`src/rtl/pwm_pkg.sv`:
```
// Shared constants, types and the per-pin drive rule for the PWM peripheral.
package pwm_pkg;

  localparam int unsigned PWM_CNT_W = 8;
  localparam logic [PWM_CNT_W-1:0] DUTY_FULL = 8'hFF;
  localparam int unsigned NUM_PINS = 16;

  typedef logic [NUM_PINS-1:0]  pin_vec_t;
  typedef logic [PWM_CNT_W-1:0] pwm_cnt_t;

  // Enabled pins are either held high (static) or follow the shared PWM signal.
  function automatic logic pin_drive(input logic en, input logic pwm_en, input logic sig);
    return en & (~pwm_en | sig);
  endfunction

endpackage

```
`src/rtl/pwm_prescaler.sv`:
```
// Free-running clock divider: tick is high for one clk every CLK_DIV clks.
module pwm_prescaler #(
  parameter int unsigned CLK_DIV = 3000
) (
  input  logic clk,
  input  logic rst_n,
  output logic tick
);

  localparam logic [15:0] DIV_LAST = 16'(CLK_DIV - 1);

  logic [15:0] div_cnt;

  assign tick = (div_cnt == DIV_LAST);

  always_ff @(posedge clk or negedge rst_n) begin
    if (!rst_n) begin
      div_cnt <= '0;
    end else if (tick) begin
      div_cnt <= '0;
    end else begin
      div_cnt <= div_cnt + 16'd1;
    end
  end

endmodule

```
`src/rtl/pwm_peripheral.sv`:
```
// 16-pin static/PWM output stage with a shared 8-bit timebase and a duty
// register shadowed to period boundaries.
module pwm_peripheral
  import pwm_pkg::*;
#(
  parameter int unsigned CLK_DIV = 3000
) (
  input  logic        clk,
  input  logic        rst_n,
  input  logic [7:0]  en_reg_out_7_0,
  input  logic [7:0]  en_reg_out_15_8,
  input  logic [7:0]  en_reg_pwm_7_0,
  input  logic [7:0]  en_reg_pwm_15_8,
  input  logic [7:0]  pwm_duty_cycle,
  output logic [15:0] out,
  output logic        period_start
);

  logic     tick;
  logic     wrap;
  logic     pwm_sig;
  pwm_cnt_t pwm_cnt;
  pwm_cnt_t duty_sh;
  pin_vec_t en_out;
  pin_vec_t en_pwm;

  pwm_prescaler #(
    .CLK_DIV (CLK_DIV)
  ) u_prescaler (
    .clk   (clk),
    .rst_n (rst_n),
    .tick  (tick)
  );

  assign en_out = {en_reg_out_15_8, en_reg_out_7_0};
  assign en_pwm = {en_reg_pwm_15_8, en_reg_pwm_7_0};
  assign wrap   = tick & (pwm_cnt == '1);

  // Full-scale duty is forced high so the pwm_cnt == 255 tick has no low glitch.
  assign pwm_sig = (duty_sh == DUTY_FULL) | (pwm_cnt < duty_sh);

  always_ff @(posedge clk or negedge rst_n) begin
    if (!rst_n) begin
      pwm_cnt <= '0;
    end else if (tick) begin
      pwm_cnt <= pwm_cnt + PWM_CNT_W'(1);
    end
  end

  // Duty is only sampled at the period boundary so a mid-period write cannot glitch.
  always_ff @(posedge clk or negedge rst_n) begin
    if (!rst_n) begin
      duty_sh      <= '0;
      period_start <= 1'b0;
    end else begin
      period_start <= wrap;
      if (wrap) begin
        duty_sh <= pwm_duty_cycle;
      end
    end
  end

  always_ff @(posedge clk or negedge rst_n) begin
    if (!rst_n) begin
      out <= '0;
    end else begin
      for (int unsigned i = 0; i < NUM_PINS; i++) begin
        out[i] <= pin_drive(en_out[i], en_pwm[i], pwm_sig);
      end
    end
  end

endmodule
```
`config.mk`:
```
export PLATFORM = sky130hd
export DESIGN_NAME = pwm_peripheral
export DESIGN_NICKNAME = d
export VERILOG_FILES = /design/src/rtl/pwm_pkg.sv /design/src/rtl/pwm_prescaler.sv /design/src/rtl/pwm_peripheral.sv
export SDC_FILE = /design/constraint.sdc
export NUM_CORES = 1
export LEC_CHECK = 0
export CAP_MARGIN = 20
export CORE_MARGIN = 8
export CORE_UTILIZATION = 52
export CTS_CLUSTER_DIAMETER = 60
export DETAILED_ROUTE_END_ITERATION = 7
export PLACE_DENSITY = 0.94
export REMOVE_ABC_BUFFERS = 1
export SYNTH_ARGS = -nofsm -noshare
export SYNTH_HDL_FRONTEND = slang
export SYNTH_SLANG_ARGS = --single-unit
```
`constraint.sdc`:
```
create_clock -name clk -period 4.9 [get_ports clk]
set_input_delay 0.98 -clock clk [delete_from_list [all_inputs] [get_ports clk]]
set_output_delay 0.98 -clock clk [all_outputs]
set_load 0.005 [all_outputs]
```
==> out/metrics.cfg <==
[worst_setup_path]
cp_slowest_cell = clkdlybuf4s50_1
path_delay_family = buffers and inverters
reg2reg_from = u_prescaler.div_cnt[0]
path_cells = clkdlybuf4s50_1
cp.required_ns = 3.92
slowest_delay_ns = 0.53
critPathArrivalTime_ns = 1.19
crit_type = reg -> out
start_kind = flop
cp_max_fo = 1
rr_endpoint = pwm_cnt[1]
cp_num_buf_inv = 1
r2r_cells = 4
endpoint_kind = output pin
reg2reg_slack_ns = 3.02

[min_path]
hp-class = reg -> reg
hold_depth = 1
hold_path_end = u_prescaler.div_cnt[15]
min_from = u_prescaler.div_cnt[15]

[clock_network]
clk_latency_ns = 0.31
htreeDepth = 2
tritoncts = built
post-cts-setup-buffers = 0
root_buffer = clkbuf_8
post_cts_resized = 0
cts_hold_buffers = 0
cts_buffers = 5
cts.reportedPaths.clkPinSlew_ns = 0.10
cts.sinks = 49
cts_buffer_depth = 2

[status]
status = completed

[sta]
period_share_pct = 44.21
setup_viol = 0
clock_skew_ns = 0.009867
fin_crit_ns = 2.166
maxSlewHeadroom_pct = 53.65
tightestPinTransition_ns = 0.6899
finalHoldViolations = 0
finalSetupTns_ns = 0
drv_slew = 0
rsz0062_at_grt = no
setup_slack_ns = 2.734
fmax_mhz = 461.6

[logic_synthesis]
syn_area_um2 = 2231
async_flop_share_pct = 100.0
yosysTopAreaCell = dfrtp_1
synth_cells = 190
ys_ff_latch = 49
synth.top_cell.area_share_pct = 54.96
synth_warnings = 0
synth.most_common_cell = dfrtp_1
synth_ff_type = dfrtp_1
seq_area_frac_synth_pct = 54.96
synth_commonest_cells = 49 x dfrtp_1, 16 x a21boi_0, 16 x nor2_1
synth_area_leaders = dfrtp_1 55%, xnor2_1 5.5%, a21boi_0 5.4%
syn_avg_cell_area_um2 = 11.74
synth_cell_type_count = 34
synth_edf_count = 0

[global_routing]
grt_pass1_vias = 1866
antenna_found_initial = 0
grt_max_degree = 50
grt_first_pass_wirelength_um = 8680
gr-usage-all-layers_pct = 16.79
grt-ovfl-total = 0

[placement]
port_buffers = 58
place.gp.congestion = 0.8632
dp_cells = 299
dp_hpwl_um = 3744
pre_cts_slack_ns = 2.996

[floorplanning]
rows = 24
die_x_um = 81.50
io_pins = 59
core-area_um2 = 4234
initial_utilization_pct = 52.69
dieArea_um2 = 6642
die_h_um = 81.50

[routing]
drc = 0
dr.pass1.iters = 4
wirelength_um = 5343
drt-initial-drc-count = 119
via_count = 1721
ant_nets = 0
vias_per_cell = 5.588
wl_per_cell_um = 17.35

[finish]
num_antenna_cells = 0
nets = 306
final_cells = 308
fillCellCount = 273
multi_input_area_um2 = 954.7
seq_area_um2 = 1226
synthToLayoutAreaGrowth_pct = 33.71
final_layout_size_suffix_gt1_share_pct = 9.375

[pwr]
power.density_nw_per_um2 = 250.7
power.ir.vdd_worst_uv = 181.9
leakage_uw = 0.001311
p_total_uw = 747.9

[job]
drv_cap = 0

-- layout make-up --
cell class | instances | area share [%]
clock buffer | 6 | 2.768
inverter | 9 | 1.133
timing repair buffer | 60 | 20.22
tap | 52 | 2.181
clock inverter | 2 | 0.5872
sequential | 49 | 41.11
multi-input combinational | 130 | 32.01
-- metrics by stage --
step | hold WS, ns | util (%) | cell area [um2]
3_5_place_dp | 0.4659 | 67.61 | 2863
3_3_place_gp | 0.4637 | 67.61 | 2863
6_report | 0.4759 | 70.45 | 2983
4_1_cts | 0.4832 | 69.98 | 2963
2_1_floorplan | 0.4464 | - | 2215
5_1_grt | 0.4922 | 70.45 | 2983
-- worst max path at each step --
stage / start / to / slack, ns / depth (start not counted)
finish: out[1] / out[1] / 2.73 / 1
global route: out[1] / out[1] / 2.68 / 1
CTS: out[1] / out[1] / 2.72 / 1
detailed placement: rst_n / u_prescaler.div_cnt[13] / 3.00 / 1
global placement: rst_n / u_prescaler.div_cnt[13] / 3.02 / 1
floorplan: pwm_cnt[7] / out[0] / 2.76 / 5
-- state kept, by name, summed over array words and instances (netlist names) --
name / flops
duty_sh: 8
out: 16
u_prescaler.div_cnt: 16
period_start: 1
pwm_cnt: 8
-- placed cells by master, fill, tap and decap left out, types with 3 or more instances in the layout --
cell	instances
nor3_1	4
mux2_2	9
nor2_1	16
xnor2_1	14
and3_1	3
ha_1	9
nand2_1	7
clkbuf_8	6
nand3_1	14
nand4_1	9
and4_1	3
a21boi_0	16
dfrtp_1	49
inv_1	9
xor2_1	6
clkdlybuf4s50_1	57
nor4_1	3
-- layer usage --
metal	vias to the layer above	track usage [%]	wire [um]
met1	831	18.97	2195
met3	7	9.409	563
met4	0	4.286	55
met2	77	26.89	2529
li1	806	-	-
met5	-	0	0
-- cell families after synthesis --
group / count (synthesis) / share of synthesized area (%)
adder cells (fa/ha/maj): 9 / 5.048
buffers and inverters: 11 / 2.243
AO/OA/AOI/OAI: 25 / 8.581
XOR/XNOR: 20 / 7.852
flip-flops: 49 / 54.96
multiplexers: 9 / 4.543
AND/OR/NAND/NOR: 67 / 16.77
-- report_power, final --
part | internal, uW | total (uW) | leakage [uW] | switching (uW)
Sequential | 414 | 419 | 0.000615 | 5.40
Combinational | 48.5 | 71.7 | 0.000644 | 23.1
Clock | 117 | 257 | 0.0000518 | 139
Power figures use the tool's default switching activity.
